[src/rtl/moore_seq_detector_param_pkg.sv]
// Shared types and defaults for the parametrised Moore sequence detector.
package seqdet_pkg;

  // Detector state: still collecting bits, history full, or match reported.
  typedef enum logic [1:0] {
    FILL  = 2'd0,
    ARMED = 2'd1,
    MATCH = 2'd2
  } state_e;

  localparam int unsigned PAT_LEN_DEF      = 4;
  localparam int unsigned CNT_W_DEF        = 8;
  localparam logic [3:0]  PATTERN_INIT_DEF = 4'b1101;

endpackage

[src/rtl/moore_seq_detector_param_if.sv]
// Serial stream / pattern load / match report bundle for the sequence detector.
interface moore_seq_detector_param_if
  import seqdet_pkg::*;
#(
  parameter int unsigned PAT_LEN = PAT_LEN_DEF,
  parameter int unsigned CNT_W   = CNT_W_DEF
);

  logic               En;
  logic               Din;
  logic               Overlap;
  logic               Load;
  logic [PAT_LEN-1:0] Pattern;
  logic               Y;
  logic [CNT_W-1:0]   Count;

  modport master (
    output En, Din, Overlap, Load, Pattern,
    input  Y, Count
  );

  modport slave (
    input  En, Din, Overlap, Load, Pattern,
    output Y, Count
  );

endinterface

[src/rtl/moore_seq_detector_param_sat_counter.sv]
// Saturating up-counter with synchronous clear; clear wins over increment.
module sat_counter #(
  parameter int unsigned W = 8
) (
  input  logic         Clock,
  input  logic         Reset,
  input  logic         inc,
  input  logic         clr,
  output logic [W-1:0] q
);

  localparam logic [W-1:0] MAX_VAL = '1;

  // Count up on inc, stick at all-ones, clear on clr.
  always_ff @(posedge Clock or negedge Reset) begin
    if (!Reset) begin
      q <= '0;
    end else if (clr) begin
      q <= '0;
    end else if (inc && (q != MAX_VAL)) begin
      q <= q + W'(1);
    end
  end

endmodule

[src/rtl/moore_seq_detector_param.sv]
// Parametrised Moore sequence detector with loadable pattern, overlap select,
// enable-qualified sampling and a saturating match counter.
module moore_seq_detector_param
  import seqdet_pkg::*;
#(
  parameter int unsigned        PAT_LEN      = PAT_LEN_DEF,
  parameter logic [PAT_LEN-1:0] PATTERN_INIT = PAT_LEN'(PATTERN_INIT_DEF),
  parameter int unsigned        CNT_W        = CNT_W_DEF
) (
  input  logic                         Clock,
  input  logic                         Reset,
  moore_seq_detector_param_if.slave    bus
);

  localparam int unsigned FILL_W = $clog2(PAT_LEN + 1);
  localparam int unsigned FW1    = FILL_W + 1;
  localparam logic [FILL_W-1:0] FILL_FULL  = FILL_W'(PAT_LEN);
  localparam logic [FW1-1:0]    FILL_FULL1 = FW1'(PAT_LEN);

  state_e             state_q, state_d;
  logic [PAT_LEN-1:0] pat_q, pat_d;
  logic [PAT_LEN-1:0] hist_q, hist_d;
  logic [FILL_W-1:0]  fill_q, fill_d;
  logic               y_q;
  logic [PAT_LEN-1:0] cand_c;
  logic [FW1-1:0]     fill_inc_c;
  logic               hit_c;
  logic [CNT_W-1:0]   count_q;

  // State, pattern, history and fill registers plus the registered match flag.
  always_ff @(posedge Clock or negedge Reset) begin
    if (!Reset) begin
      state_q <= FILL;
      pat_q   <= PATTERN_INIT;
      hist_q  <= '0;
      fill_q  <= '0;
      y_q     <= 1'b0;
    end else begin
      state_q <= state_d;
      pat_q   <= pat_d;
      hist_q  <= hist_d;
      fill_q  <= fill_d;
      y_q     <= (state_d == MATCH);
    end
  end

  // Next-state: load has priority, then accepted bits, else drop out of MATCH.
  always_comb begin
    state_d    = state_q;
    pat_d      = pat_q;
    hist_d     = hist_q;
    fill_d     = fill_q;
    hit_c      = 1'b0;
    cand_c     = {hist_q[PAT_LEN-2:0], bus.Din};
    fill_inc_c = {1'b0, fill_q} + FW1'(1);

    if (bus.Load) begin
      pat_d   = bus.Pattern;
      hist_d  = '0;
      fill_d  = '0;
      state_d = FILL;
    end else if (bus.En) begin
      hist_d = cand_c;
      hit_c  = (fill_inc_c >= FILL_FULL1) && (cand_c == pat_q);
      if (hit_c) begin
        state_d = MATCH;
        if (bus.Overlap) begin
          fill_d = FILL_FULL;
        end else begin
          fill_d = '0;
          hist_d = '0;
        end
      end else begin
        fill_d  = (fill_inc_c >= FILL_FULL1) ? FILL_FULL : FILL_W'(fill_inc_c);
        state_d = (fill_d == FILL_FULL) ? ARMED : FILL;
      end
    end else if (state_q == MATCH) begin
      state_d = (fill_q == FILL_FULL) ? ARMED : FILL;
    end
  end

  sat_counter #(.W(CNT_W)) u_cnt (
    .Clock (Clock),
    .Reset (Reset),
    .inc   (hit_c),
    .clr   (bus.Load),
    .q     (count_q)
  );

  assign bus.Y     = y_q;
  assign bus.Count = count_q;

endmodule

[src/flat_wrapper.sv]
// flat-port wrapper written by rule: the top's interface ports become plain ports
module moore_seq_detector_param_flat import seqdet_pkg::*;
#(
  parameter int unsigned        PAT_LEN      = PAT_LEN_DEF,
  parameter logic [PAT_LEN-1:0] PATTERN_INIT = PAT_LEN'(PATTERN_INIT_DEF),
  parameter int unsigned        CNT_W        = CNT_W_DEF
)
  (Clock, Reset, bus_En, bus_Din, bus_Overlap, bus_Load, bus_Pattern, bus_Y, bus_Count);
  moore_seq_detector_param_if #(.PAT_LEN(PAT_LEN), .CNT_W(CNT_W)) bus_i ();
  input  logic Clock;
  input  logic Reset;
  input wire logic [$bits(bus_i.En)-1:0] bus_En;
  input wire logic [$bits(bus_i.Din)-1:0] bus_Din;
  input wire logic [$bits(bus_i.Overlap)-1:0] bus_Overlap;
  input wire logic [$bits(bus_i.Load)-1:0] bus_Load;
  input wire logic [$bits(bus_i.Pattern)-1:0] bus_Pattern;
  output wire logic [$bits(bus_i.Y)-1:0] bus_Y;
  output wire logic [$bits(bus_i.Count)-1:0] bus_Count;
  assign bus_i.En = bus_En;
  assign bus_i.Din = bus_Din;
  assign bus_i.Overlap = bus_Overlap;
  assign bus_i.Load = bus_Load;
  assign bus_i.Pattern = bus_Pattern;
  assign bus_Y = bus_i.Y;
  assign bus_Count = bus_i.Count;
  moore_seq_detector_param #(.PAT_LEN(PAT_LEN), .PATTERN_INIT(PATTERN_INIT), .CNT_W(CNT_W)) u_core (.Clock(Clock), .Reset(Reset), .bus(bus_i));
endmodule
[config.mk]
export PLATFORM = sky130hd
export DESIGN_NAME = moore_seq_detector_param_flat
export DESIGN_NICKNAME = d
export VERILOG_FILES = /design/src/rtl/moore_seq_detector_param_pkg.sv /design/src/rtl/moore_seq_detector_param_if.sv /design/src/rtl/moore_seq_detector_param_sat_counter.sv /design/src/rtl/moore_seq_detector_param.sv /design/src/flat_wrapper.sv
export SDC_FILE = /design/constraint.sdc
export NUM_CORES = 1
export LEC_CHECK = 0
export ABC_AREA = 1
export BUFFER_PORTS_ARGS = -buffer_cell sky130_fd_sc_hd__buf_2
export CORE_MARGIN = 4
export CORE_UTILIZATION = 45
export DETAILED_ROUTE_END_ITERATION = 8
export MAX_ROUTING_LAYER = met4
export PLACE_DENSITY_LB_ADDON = 0.3
export SLEW_MARGIN = 5
export SYNTH_ARGS = -nofsm -noshare
export SYNTH_HDL_FRONTEND = slang
export SYNTH_SLANG_ARGS = --single-unit
[constraint.sdc]
create_clock -name Clock -period 3.37 [get_ports Clock]
set_input_delay 0 -clock Clock [delete_from_list [all_inputs] [get_ports Clock]]
set_output_delay 0 -clock Clock [all_outputs]
set_load 0.01 [all_outputs]
==> results of run 1 <==
==> power by group through the flow <==
stage / Clock, uW / Sequential, uW / Combinational [uW]
after floorplan: 0 / 258 / 45.8
after global placement: 0 / 259 / 68.5
after detailed placement: 0 / 259 / 70.8
after CTS: 124 / 255 / 77.2
after global routing: 133 / 257 / 85.5
final: 117 / 255 / 76.3
==> logic make-up (layout without fill, tap and decap cells) <==
logic type               Yosys count  in the layout
AND/OR/NAND/NOR                   86             86
buffers and inverters             21             48
flip-flops                        19             19
AO/OA/AOI/OAI                     12             12
adder cells (fa/ha/maj)            3              3
XOR/XNOR                           3              3
==> worst min-delay path: stages <==
cell and delay, ps:
buf_2 130, nor2_1 70, nand2_1 50, o21ai_1 50
==> sequential cells by signal, summed over array words and instances, names as in the netlist <==
name / count
u_core.bus.Y: 1
u_core.u_cnt.q: 8
u_core.pat_q: 4
u_core.hist_q: 3
u_core.fill_q: 3
==> cell usage after synthesis, types with 3 or more instances <==
| cell | n |
|---|---|
| nor2_1 | 13 |
| dfstp_2 | 3 |
| o21ai_0 | 6 |
| dfrtp_1 | 16 |
| o22ai_1 | 3 |
| nor2_2 | 3 |
| nand2_4 | 4 |
| inv_1 | 16 |
| nand3_1 | 13 |
| nand2_1 | 44 |
| ha_1 | 3 |
==> cell type report <==
cell class	instances	area (sq um)	share of cell area, %
repair buffers	25	160	12.0
multi-input cells	104	563	42.2
flip-flops and latches	19	479	35.9
inverters	19	71.3	5.34
clock buffers	4	26.3	1.97
well taps	28	35.0	2.62
==> final timing paths <==
path	start	end	slack (ps)
max	u_core.u_cnt.q[0]	u_core.u_cnt.q[3]	1830
min	bus_En	u_core.fill_q[2]	30
max reg2reg	u_core.u_cnt.q[0]	u_core.u_cnt.q[3]	1830
min reg2reg	u_core.pat_q[2]	u_core.pat_q[2]	510
max in group asynchronous	Reset	u_core.pat_q[2]	2880
min in group asynchronous	Reset	u_core.u_cnt.q[2]	160
==> metal layers <==
metal  vias to the layer above  share of wire, %  wire, um  track usage [%]
li1                        514                 -         -                -
met1                       460                45      1080             18.9
met2                        18                49      1170             26.9
met3                         5               4.7       112             4.68
met4                         0               1.1        27             4.30
met5                         -                 0         0                -
==> metrics by stage <==
stage,setup WS [ps],cells
after floorplan,1970,144
after global placement,1880,188
after detailed placement,1850,188
after CTS,1830,199
after global routing,1680,199
final,1830,199
==> results.md, run 1 <==
### Power and ir drop
• 17.0% — combinational cell fraction of total power
• 318 uW — total internal power
• 0.296 mV — Max VDD drop
• 336 mW/mm^2 — ratio of total power to cell area
• 448 uW — post-route total power
• 0.000698 uW — leakage power
• 130 uW — net switching power of the design
• 26.1% — clock network fraction of design power
• 29.1% — switching power as a share of total power
• 56.9% — sequential power share

### Critical path
• dfrtp_1 — critical-path cell with the highest stage delay
• 7 — reg2reg path depth
• 9 — critical-path maximum fanout
• simple AND/OR/NAND/NOR gates — CP delay by family, top
• 0 — CP bufs+invs
• flip-flop to flip-flop — Crit Path Category
• 1740 ps — arrival time of data at the critical path endpoint
• flip-flop — endpoint class of the critical path
• 450 ps — highest cell delay on the worst timing path
• 3570 ps — required time at the endpoint of the critical path
• flip-flop — Worst Setup Start Kind
• nand2_1 — library cell appearing most often on the critical path
• 7 — Worst path depth
• ha_1 > nand2_2 > nand3b_1 > nand4_4 > nand2_4 > nand2_1 > nand2_1 — sequence of cells on the critical path

### Finish
• 58.1% — final core occ
• 18.3% — synth-to-layout area growth
• 0.00134 sq mm — Final Cell Area
• 22.2% — share of layout cells above drive strength 1
• 207 — Fill cells
• 185 — Total Nets Final
• nand2_1 (44), buf_2 (18), inv_1 (16), dfrtp_1 (16) — commonest cells after routing, fill and taps aside
• nand2_1 — most common cell after layout, fill and taps aside
• 0 — ANT cells

### Die
• 49.1% — Initial Util
• 58.1 um — overall die height
• 17 — num rows
• 0.00337 sq mm — die area
• 58.1 um — horizontal die dimension
• 19 — I/O Pins
• 0.00230 sq mm — core footprint

### Timing
• 71.3% — headroom to the max-slew limit
• 430 ps — Tightest Pin Transition
• 32.0 ps — Worst Hold Margin
• 0 — Final Hold Violating Endpoints
• 0 — final setup violating endpoints
• 0 — max-slew violations
• 0 ps — Post-Route Setup TNS
• 0.651 GHz — timing-limited maximum frequency
• 45.6% — share of the clock period used by the worst path after layout
• no — setup repair after global routing missed its margin
• 1540 ps — shortest period the worst path allows
• 3.01 ps — final clock skew

### Route
• 997 — Via Count
• 5.01 — per-cell via count in the routed design
• 4 — router iterations before antenna repair
• 27 — Detailed Route Iter0 Violations
• 12.0 um — DR WL/cell
• 2.39 mm — post-detailed-routing wire length
• 0 — remaining routing DRC violations
• 0 — number of nets with antenna violations after routing

### Place
• 18 — Port Buf Inserts
• 1.73 mm — post-DP HPWL
• 0.882 — gp weighted congestion
• 0.00124 sq mm — Area after DPL

### Yosys
• 0.00113 sq mm — cell area after synthesis
• 3.33% — Post-Synth Adder-Cell Area
• 0% — share of cell area taken by muxes after synthesis
• 0 — number of enable-type register cells in the synthesized netlist
• 38.2% — share of synthesized cell area in and, or, nand and nor gates
• 42.5% — share of synthesized area occupied by flip-flops and latches
• 35.5% — area share of the largest cell type after synthesis
• 5.99% — fraction of the mapped netlist area in compound gates
• 100% — fraction of registers with async set/reset
• 144 — post-synthesis instance total
• 28 — Yosys cell types
• dfrtp_1 — post-synth top area cell
• 2.33% — share of the synthesized netlist area taken by xor and xnor gates
• dfrtp_1 — most used flip-flop cell after synthesis
• dfrtp_1 (35%), nand2_1 (15%), dfstp_2 (7.0%), nand3_1 (5.8%), inv_1 (5.3%) — biggest area contributors in the synthesized netlist
• 0 — count of warnings emitted by yosys
• 157 — Synthesized Nets
• simple AND/OR/NAND/NOR gates — largest family of logic cells by synthesized area
• 7.84 sq um — Mapped Avg Cell Area
• 19 — total of flip-flops plus latches after synthesis

### Clocking
• 2 — maximum number of buffers from clock root to sink
• 7 — count of hold-fix buffers inserted at cts
• 0 — post-CTS setup buffer count
• 3 — number of CTS-inserted buffers
• 0 — Resize count post-CTS
• 100 ps — clock-pin slew on the worst setup and hold paths
• built — CTS tree
• 1 — H-Tree Depth
• 300 ps — worst skew pair latency
• 19 — total number of clock tree sinks
• clkbuf_4 — Root Buffer

### Global routing
• 0 — antenna violations before repair
• 16.1% — overall global routing resource usage
• 4.09 mm — wire length of the first global-routing pass
• 966 — number of global-route vias before repair
• 20 — pin count of the biggest net entering global routing
• 0 — total overflow reported by the global router

### Run
• 0 — max capacitance violation total

### Hold path
• input pin to flip-flop — Hold Crit Class
• 4 — Min-Delay Path Depth

### Run status
• finished, final reports clean — outcome

No activity file was read; power rests on OpenSTA's default activity.
==> inputs of run 2 (changes only) <==
==> constraint.sdc (replaced) <==
create_clock -name Clock -period 1.38 [get_ports Clock]
set_input_delay 0 -clock Clock [delete_from_list [all_inputs] [get_ports Clock]]
set_output_delay 0 -clock Clock [all_outputs]
set_load 0.01 [all_outputs]
==> results.md, run 2 (synthesized netlist as in run 1, its figures left out) <==
### Power and ir drop
• 0.608 mV — Max VDD drop, +110%
• 787 mW/mm^2 — ratio of total power to cell area, +130%
• 1150 uW — post-route total power, +160%
• 0.000749 uW — leakage power, +7.2%

### Global routing
• 17.9% — overall global routing resource usage, +1.8 points
• 0 — antenna violations before repair, unchanged
• 0 — total overflow reported by the global router, unchanged
• 20 — pin count of the biggest net entering global routing, unchanged
• 1043 — number of global-route vias before repair, +8.0%
• 4.52 mm — wire length of the first global-routing pass, +10%

### Route
• 0 — remaining routing DRC violations, unchanged
• 2.68 mm — post-detailed-routing wire length, +12%
• 4 — router iterations before antenna repair, unchanged
• 5.09 — per-cell via count in the routed design, +1.7%
• 1075 — Via Count, +7.8%
• 37 — Detailed Route Iter0 Violations, +37%
• 12.7 um — DR WL/cell, +5.6%
• 0 — number of nets with antenna violations after routing, unchanged

### Die
• 0.00230 sq mm — core footprint, unchanged
• 58.1 um — overall die height, unchanged
• 49.1% — Initial Util, unchanged
• 0.00337 sq mm — die area, unchanged
• 58.1 um — horizontal die dimension, unchanged
• 19 — I/O Pins, unchanged
• 17 — num rows, unchanged

### Timing
• yes — setup repair after global routing missed its margin
• 0 — max-slew violations, unchanged
• 102% — share of the clock period used by the worst path after layout, +56 points
• 0.711 GHz — timing-limited maximum frequency, +9.2%
• 8 — final setup violating endpoints, +8
• 72.7 ps — Worst Hold Margin, +40.7 ps
• 1410 ps — shortest period the worst path allows, -129 ps
• 439 ps — Tightest Pin Transition, +9.00 ps
• -27.3 ps — minimum setup slack in the final design, -1860 ps
• 2.39 ps — final clock skew, -0.616 ps
• 70.7% — headroom to the max-slew limit, -0.60 points
• 0 — Final Hold Violating Endpoints, unchanged

### Critical path
• 1610 ps — arrival time of data at the critical path endpoint, -130 ps
• 8 — reg2reg path depth, +1
• 8 — critical-path maximum fanout, -1
• ha_2 > or2_4 > nand2_4 > nor2_8 > nand4_4 > nand2_4 > nand2_1 > nand2_1 — sequence of cells on the critical path
• -30 ps — r2r setup slk, -1860 ps
• simple AND/OR/NAND/NOR gates — CP delay by family, top
• 1580 ps — required time at the endpoint of the critical path, -1990 ps
• flip-flop to flip-flop — Crit Path Category
• flip-flop — endpoint class of the critical path
• 400 ps — highest cell delay on the worst timing path, -50 ps
• 0 — CP bufs+invs, unchanged
• u_core.u_cnt.q[4] — end of the worst register-to-register path
• u_core.fill_q[1] — startpoint of the worst register-to-register path
• dfrtp_1 — critical-path cell with the highest stage delay
• flip-flop — Worst Setup Start Kind

### Finish
• 31.7% — share of layout cells above drive strength 1, +9.5 points
• nand2_1 — most common cell after layout, fill and taps aside
• 63.6% — final core occ, +5.4 points
• 0.00146 sq mm — Final Cell Area, +9.4%
• 197 — Total Nets Final, +6.5%
• u_core.u_cnt.q (8), u_core.pat_q (4) — Regs by FF count
• 208 — Fill cells, +0.48%
• 480 sq um — area taken by flip-flops and latches, +0.26%
• u_core.u_cnt.q — Top reg by flops
• nand2_1 (41), buf_2 (18), inv_1 (15), dfrtp_1 (15) — commonest cells after routing, fill and taps aside
• 604 sq um — multi-input gate area in the final layout, +7.3%
• 29.4% — synth-to-layout area growth
• 0 — ANT cells, unchanged
• 8 — max reg flops, unchanged

### Hold path
• input pin to flip-flop — Hold Crit Class
• u_core.pat_q[2] — Hold Crit Endpoint
• 3 — Min-Delay Path Depth, -1
• bus_Load — hold wc startpoint

### Run status
• setup timing — failing checks
• finished with violations — outcome

### Clocking
• 300 ps — worst skew pair latency, about the same
• built — CTS tree
• 2 — maximum number of buffers from clock root to sink, unchanged
• 1 — H-Tree Depth, unchanged
• 3 — number of CTS-inserted buffers, unchanged
• 110 ps — clock-pin slew on the worst setup and hold paths, about the same
• clkbuf_4 — Root Buffer
• 19 — total number of clock tree sinks, unchanged

### Place
• -95.9 ps — dpl ws, -1940 ps
• 0.00130 sq mm — Area after DPL, +5.2%
• 0.835 — gp weighted congestion, -5.3%
• 18 — Port Buf Inserts, unchanged
• 1.93 mm — post-DP HPWL, +12%

### Run
• 0 — max capacitance violation total, unchanged

## run 2: cell count changes in the layout (fill, tap and decap cells not counted), sizes merged
cell   previous run  this run
buf              18        29
nand4             2         3
## run 2: metrics by stage
stage | setup TNS (ps) | instances
3_3_place_gp | -233 | 196
2_1_floorplan | 0 | 144
3_5_place_dp | -842 | 196
6_report | -122 | 211
4_1_cts | -242 | 209
5_1_grt | -993 | 211
## run 2: power breakdown
| part | total, uW | switching, uW | internal [uW] |
|---|---|---|---|
| combinational | 244 | 141 | 103 |
| sequential | 615 | 22.3 | 592 |
| clock | 289 | 177 | 113 |
| total | 1150 | 340 | 808 |
## run 2: worst max-delay path by stage
stage                 startpoint                end  slack (ps)  cells after the start
2_1_floorplan  u_core.u_cnt.q[1]  u_core.u_cnt.q[0]         0.8                      7
3_3_place_gp    u_core.fill_q[1]  u_core.u_cnt.q[0]         -40                     10
3_5_place_dp    u_core.fill_q[1]  u_core.u_cnt.q[0]        -100                     10
4_1_cts         u_core.fill_q[1]  u_core.u_cnt.q[0]         -30                     10
5_1_grt         u_core.fill_q[1]  u_core.u_cnt.q[4]        -110                     10
6_report        u_core.fill_q[1]  u_core.u_cnt.q[4]         -30                      8
## run 2: metal layers
layer	vias up	GRT usage [%]	wire length [um]
met5	-	-	0
met4	0	5.96	49
met3	7	2.90	124
met2	30	32.6	1350
met1	501	19.7	1150
li1	537	-	-
## run 2: area by class of cell
class / instances / area share, %
clock buffer: 4 / 1.80
inverter: 19 / 4.88
multi-input combinational: 105 / 41.4
timing repair buffer: 36 / 16.6
tap: 28 / 2.40
sequential: 19 / 32.9
## run 2: repair_timing
item / CTS / global route
hold buffers: 7 / 0
pin swaps: 8 / 4
setup buffers: 1 / 2
setup endpoints to repair: 12 / 12
endpoints found under the hold margin: 27 / 0
gates cloned: 1 / 0
gates resized for setup: 6 / 2
## run 2: worst min-delay path: cells and delay by family
family                 cells  cell delay (ps)
AO/OA/AOI/OAI              1               70
buffers and inverters      1              220
AND/OR/NAND/NOR            1               90
